File: config.mk
export PLATFORM = sky130hd
export DESIGN_NAME = display_write_arbiter
export DESIGN_NICKNAME = d
export VERILOG_FILES = /design/src/rtl/display_write_arbiter.sv
export SDC_FILE = /design/constraint.sdc
export NUM_CORES = 1
export LEC_CHECK = 0
export CORE_MARGIN = 10
export CORE_UTILIZATION = 49
export CTS_CLUSTER_SIZE = 10
export DETAILED_ROUTE_END_ITERATION = 8
export PLACE_DENSITY = 0.85
export SETUP_SLACK_MARGIN = 0.5
export SLEW_MARGIN = 20
export SYNTH_ARGS = -nofsm -noshare
export SYNTH_HDL_FRONTEND = slang
export SYNTH_SLANG_ARGS = --single-unit
File: constraint.sdc
create_clock -name clk -period 2 [get_ports clk]
set_input_delay 0.3 -clock clk [delete_from_list [all_inputs] [get_ports clk]]
set_output_delay 0.3 -clock clk [all_outputs]
set_load 0.02 [all_outputs]
File: src/rtl/display_write_arbiter.sv
// Display write arbiter: CPU writes always win; otherwise a fill engine clears ROWS x COLS cells.
// Optional macro DISPLAY_FILL_ABORT_EN adds a fillAbort input that cancels an active fill.
module display_write_arbiter #(
  parameter int ROWS = 30,
  parameter int COLS = 80
) (
  input  logic        clk,
  input  logic        reset,
  input  logic        cpuWrite,
  input  logic [13:0] cpuAddress,
  input  logic [2:0]  cpuData,
  input  logic        fillStart,
  input  logic [2:0]  fillColor,
`ifdef DISPLAY_FILL_ABORT_EN
  input  logic        fillAbort,
`endif
  output logic        fillBusy,
  output logic        fillDone,
  output logic        dispWrite,
  output logic [13:0] dispAddress,
  output logic [2:0]  dispData
);

  typedef enum logic {IDLE = 1'b0, FILL = 1'b1} state_t;

  localparam logic [6:0] LAST_ROW = 7'(ROWS - 1);
  localparam logic [6:0] LAST_COL = 7'(COLS - 1);

  state_t      state_q, state_d;
  logic [6:0]  row_q, row_d;
  logic [6:0]  col_q, col_d;
  logic [2:0]  color_q, color_d;
  logic        wr_q, wr_d;
  logic [13:0] addr_q, addr_d;
  logic [2:0]  data_q, data_d;
  logic        done_q, done_d;
  logic        abort;
  logic        fill_grant;
  logic        last_col;
  logic        last_cell;

`ifdef DISPLAY_FILL_ABORT_EN
  assign abort = fillAbort;
`else
  assign abort = 1'b0;
`endif

  always_comb begin
    state_d    = state_q;
    row_d      = row_q;
    col_d      = col_q;
    color_d    = color_q;
    wr_d       = 1'b0;
    addr_d     = addr_q;
    data_d     = data_q;
    done_d     = 1'b0;
    fill_grant = (state_q == FILL) && !cpuWrite && !abort;
    last_col   = (col_q == LAST_COL);
    last_cell  = last_col && (row_q == LAST_ROW);

    // Address/data hold their last value when nothing is granted.
    if (cpuWrite) begin
      wr_d   = 1'b1;
      addr_d = cpuAddress;
      data_d = cpuData;
    end else if (fill_grant) begin
      wr_d   = 1'b1;
      addr_d = {row_q, col_q};
      data_d = color_q;
    end

    case (state_q)
      IDLE: begin
        if (fillStart) begin
          state_d = FILL;
          row_d   = '0;
          col_d   = '0;
          color_d = fillColor;
        end
      end
      FILL: begin
        if (abort) begin
          state_d = IDLE;
        end else if (fill_grant) begin
          if (last_cell) begin
            state_d = IDLE;
            done_d  = 1'b1;
          end else if (last_col) begin
            col_d = '0;
            row_d = row_q + 7'd1;
          end else begin
            col_d = col_q + 7'd1;
          end
        end
      end
      default: state_d = IDLE;
    endcase
  end

  always_ff @(posedge clk) begin
    if (!reset) begin
      state_q <= IDLE;
      row_q   <= '0;
      col_q   <= '0;
      color_q <= '0;
      wr_q    <= 1'b0;
      addr_q  <= '0;
      data_q  <= '0;
      done_q  <= 1'b0;
    end else begin
      state_q <= state_d;
      row_q   <= row_d;
      col_q   <= col_d;
      color_q <= color_d;
      wr_q    <= wr_d;
      addr_q  <= addr_d;
      data_q  <= data_d;
      done_q  <= done_d;
    end
  end

  assign fillBusy    = (state_q == FILL);
  assign fillDone    = done_q;
  assign dispWrite   = wr_q;
  assign dispAddress = addr_q;
  assign dispData    = data_q;

endmodule

# == Word level (Yosys, flattened, before mapping) ==
# Cells that the tools add are included.
# classes
n_addsub,2
eq_ne,6
n_mux,20
bitwise_logic,1
n_reduce_logical,8
# op_table
cell,count
$mux W7,7
$mux W14,2
$pmux W7 S2,2
$add A7 B1 Y7 const B,2
$eq A7 B5 Y1 const B,1
$eq A7 B7 Y1 const B,1
$mux W1,6
$mux W3,2
$reduce_and A3 Y1,2
$ne A2 B1 Y1 const B,2
$ne A2 B2 Y1 const B,2
$reduce_and A4 Y1,1
$logic_and A1 B1 Y1,2
$pmux W1 S2,1
$reduce_and A2 Y1,1
$reduce_bool A2 Y1,1
$logic_not A1 Y1,1
$not A1 Y1,1
# totals
ff_bits,37
input_bits,24
output_inout_bits,20
elab_cells,45

# == Logic depth before layout (Yosys ltp) ==
# logic_depth
word_depth,5
depth_mapped,7
depth_no_buf,6

# == Least setup slack after synthesis ==
# OpenSTA, ideal clock, no wires.
# synth_path
kind,flip-flop to flip-flop
start,"register state_q, in the netlist fillBusy"
end,register row_q[5]
setup_time_ns,0.119
arrival_time_ns,1.570
t_required_ns,1.881
slack_ns,0.311
stages_incl_launch_ff,6
n_path_buf,1
period_less_slack_ns,1.689
cell_sequence,dfxtp_1 -> buf_4 -> and2b_2 -> nand3_4 -> o41a_1 -> o221a_2
# synth_between
elab_chain_len,3
elab_cells_between_ends,8
cone_classes,eq/ne (4); mux (1); bitwise (1); reduce/logical (2)
# synth_rtl
item,line_no,text
start: declaration,29,"state_t state_q, state_d;"
start signal: assignment,111,state_q <= state_d;
$logic_and A1 B1 Y1 or $not A1 Y1 (tied branches),--,
$ne A2 B1 Y1 (no source line) or $ne A2 B2 Y1 (tied branches),--,
$reduce_and A4 Y1 (no source line),--,
end signal: assignment,112,row_q <= row_d;
end: declaration,30,"logic [6:0] row_q, row_d;"
# Several ways; a longest one is shown, not always the timed one.
# A chain may end at the register's enable or synchronous reset.

# == Worst setup path after layout ==
# layout_path
start,register row_q[1]
end,register col_q[4]
# layout_between
elab_chain_len,4
# layout_rtl
item,line_no,text
$eq A7 B5 Y1,59,last_cell = last_col && (row_q == LAST_ROW);
$logic_and A1 B1 Y1,59,
$ne A2 B2 Y1 (no source line),--,
$reduce_and A3 Y1 (no source line),--,
end signal: assignment,113,col_q <= col_d;
end: declaration,31,"logic [6:0] col_q, col_d;"
# No other way between the ends.

==> metrics.md <==
| Metric | Value |
|---|---|
| Netlist cell types | 44 |
| Register-to-Register Setup Slack | 330 ps |
| Core footprint | 0.00366 sq mm |
| Initial antenna violation count | 0 |
| Row count | 22 |
| Yosys reg bits | 37 |
| Starting Density | 0.508 |
| Leakage power figure | 1.06 nW |
| Pint | 0.00118 W |
| Seq pwr share | 0.484 |
| Grt ovf | 0 |
| Worst skew pair latency | 300 ps |
| Period utilization | 0.836 |
| Min Tclk post-route | 1670 ps |
| First DRT Iteration DRCs | 193 |
| CP Launch Type | flip-flop |
| CTS H-tree depth | 2 |
| Non-Filler Instances | 322 |
| Mapped Nets | 243 |
| Max Freq | 598 MHz |
| Worst min-delay path category | reg -> reg |
| Psw | 0.000411 W |
| Logic gate share of total power | 0.149 |
| Clock skew | 7.65 ps |
| Max incr delay on CP | 430 ps |
| Routed WL | 5.63 mm |
| Hold path cells | 2 |
| Hold Fails Final Rpt | 0 |
| Pin count of the biggest net entering global routing | 36 |
| Die Area | 0.00666 sq mm |
| RR Startpoint | row_q[1]$_SDFFE_PN0P_ |
| Slew headroom | 0.763 |
| Sequential fraction of the synthesis area | 0.398 |
| CTS buffer count | 5 |
| Vias in the first global route | 1,783 |
| Vias | 1,878 |
| HPWL Detailed | 3.65 mm |
| Post-Synthesis Mean Instance Area | 8.61 sq um |
| Crit path max fanout | 7 |
| Yosys warns | 0 |
| Final TNS setup | 0 ps |
| CTS tree | yes |
| Post-place instance area | 0.00238 sq mm |
| All-layer global routing usage | 0.164 |
| Crit-path leading delay family | simple AND/OR/NAND/NOR gates |
| Clk pwr share | 0.366 |
| Crit-path cells | inv_2, ha_1, or3b_4, nor4b_4, buf_6, o22ai_4, mux2i_1 |
| Top FF cell, synth | dfxtp_1 |
| Via density | 5.83 |
| Max VDD drop | 0.349 mV |
| Die Span Y | 81.6 um |
| Critical path endpoint category | flip-flop |
| Share of cells above drive strength 1 | 0.204 |
| FF-to-FF End | col_q[4]$_SDFFE_PN0P_ |
| Hold Buf Count CTS | 0 |
| Final Max Slew Viols | 0 |
| Reg clk slew, reported paths | 80 ps |
| DR WL/cell | 17.5 um |
| Net count reported at finish | 300 |
| DRT Pass-1 Iters | 4 |
| I/O Pins | 44 |
| Clock Sinks | 37 |
| Routed Antenna Nets | 0 |
| Final Cell Area | 0.00264 sq mm |
| FFs w/ async S/R, synth | 0 |
| Most common cell after layout, fill and taps aside | nor2_1 |
| Placed insts | 305 |
| Sw Ratio | 0.258 |
| Cell count along the critical path | 7 |
| Origin of the worst setup path | row_q[1]$_SDFFE_PN0P_ |
| Die W | 81.6 um |
| Antenna diodes | 0 |
| Worst Max-Slew Pin Slew | 356 ps |
| EDFF count, synth | 0 |
| Status | completed |
| Crit path required time | 2180 ps |
| Worst setup path endpoint | col_q[4]$_SDFFE_PN0P_ |
| Buf/Inv on CP | 2 |
| Max-cap violation count | 0 |
| Worst Path Class, Setup | reg -> reg |
| First-pass GRT wire length | 8.66 mm |
| Final setup viols | 0 |
| Post-route DRC violation count | 0 |
| Most frequent cells in the layout | nor2_1, dfxtp_1, a21oi_1 |
| Power Density | 603 mW/mm^2 |
| Post-Syn Area | 0.00186 sq mm |
| Critical path's slowest cell | or3b_4 |
| Clk buf depth | 2 |
| Layout area overhead | 42.1% |
| RePlAce Congestion | 0.836 |
| Root buf cell | clkbuf_8 |
| Critical Path AT | 1860 ps |
| Cells on worst reg2reg path | 7 |
| RSZ-0062 raised after global routing | true |
| PortBufs | 43 |
| Synthesized instance count | 216 |
==> power by group through the flow <==
stage	registers, W	clock network [W]	logic (W)
global placement	0.000792	0	0.000243
CTS	0.000774	0.000587	0.000236
floorplan	0.000818	0	0.000101
detailed placement	0.000793	0	0.000245
finish	0.000771	0.000584	0.000238
global route	0.000775	0.000617	0.000256
==> stage by stage <==
step	total power [W]	hold WS [ps]	util	setup slack (ps)
after global routing	0.00165	489	0.721	282
after floorplan	0.000919	431	-	422
after detailed placement	0.00104	455	0.651	82.4
final	0.00159	461	0.721	327
after CTS	0.00160	465	0.702	323
after global placement	0.00104	446	0.651	147
==> registers in the layout, summed over array words and instances (netlist names) <==
register,flops
dispAddress,14
dispData,3
dispWrite,1
row_q,7
fillBusy,1
fillDone,1
col_q,7
color_q,3
==> Yosys cell counts, types with 2 or more instances <==
cell type  count  area, sq um
a21oi_1       25          125
nand2_1       14         52.6
dfxtp_1       37          741
mux2i_1       19          190
nand3_1        5         25.0
nand4b_1       3         26.3
o2111ai_1      3         26.3
clkbuf_1       5         18.8
and3_1         3         18.8
nor4_1         2         12.5
inv_1          6         22.5
o21ai_0        3         15.0
or3_1          4         25.0
a311oi_1       2         17.5
buf_1          4         15.0
nor2_1        40          150
ha_1           3         37.5
o31ai_1        2         15.0
buf_2          2         10.0
o211ai_1       9         67.6
xor2_1         2         17.5
==> worst min-delay path by stage <==
| stage | to | slack, ps | start |
|---|---|---|---|
| floorplan | fillBusy$_SDFF_PN0_ | 430 | reset |
| global placement | color_q[1]$_SDFFE_PN0P_ | 450 | color_q[1]$_SDFFE_PN0P_ |
| detailed placement | color_q[2]$_SDFFE_PN0P_ | 450 | color_q[2]$_SDFFE_PN0P_ |
| CTS | color_q[2]$_SDFFE_PN0P_ | 470 | color_q[2]$_SDFFE_PN0P_ |
| global route | color_q[1]$_SDFFE_PN0P_ | 490 | color_q[1]$_SDFFE_PN0P_ |
| finish | color_q[1]$_SDFFE_PN0P_ | 460 | color_q[1]$_SDFFE_PN0P_ |
==> area by class of cell <==
type | instances | area, sq um
Multi-Input combinational cell | 161 | 1130
Fill cell | 291 | 1020
Sequential cell | 37 | 758
Timing Repair Buffer | 62 | 573
Clock buffer | 7 | 96.3
Tap cell | 48 | 60.1
Inverter | 6 | 22.5
Clock inverter | 1 | 5.00
==> worst register-to-register path: stages, from the launching register on <==
cell     delay [ps]
dfxtp_4         350
inv_2            40
ha_1            120
or3b_4          430
nor4b_4         240
buf_6           170
o22ai_4          80
mux2i_1         130
==> cell families after synthesis <==
| group | after synthesis | synth area share |
|---|---|---|
| simple gates | 82 | 0.234 |
| compound gates | 54 | 0.190 |
| flops | 37 | 0.398 |
| buf+inv | 19 | 0.0458 |
| mux | 19 | 0.102 |
| fa+ha+maj | 3 | 0.0202 |
| xor+xnor | 2 | 0.00942 |
==> metal layers <==
metal	GRT usage	vias up	wire length (um)
li1	-	887	-
met1	0.200	890	2390
met2	0.261	82	2650
met3	0.0502	19	421
met4	0.0731	0	167
met5	0	-	0
==> timing repair <==
item	CTS	global route
endpoints found under the hold margin	0	0
endpoints found under the setup margin	36	17
pin swaps	7	7
gates resized for setup	37	11
setup buffers	4	4
cloned	1	0
No activity file was read; power rests on OpenSTA's default activity.
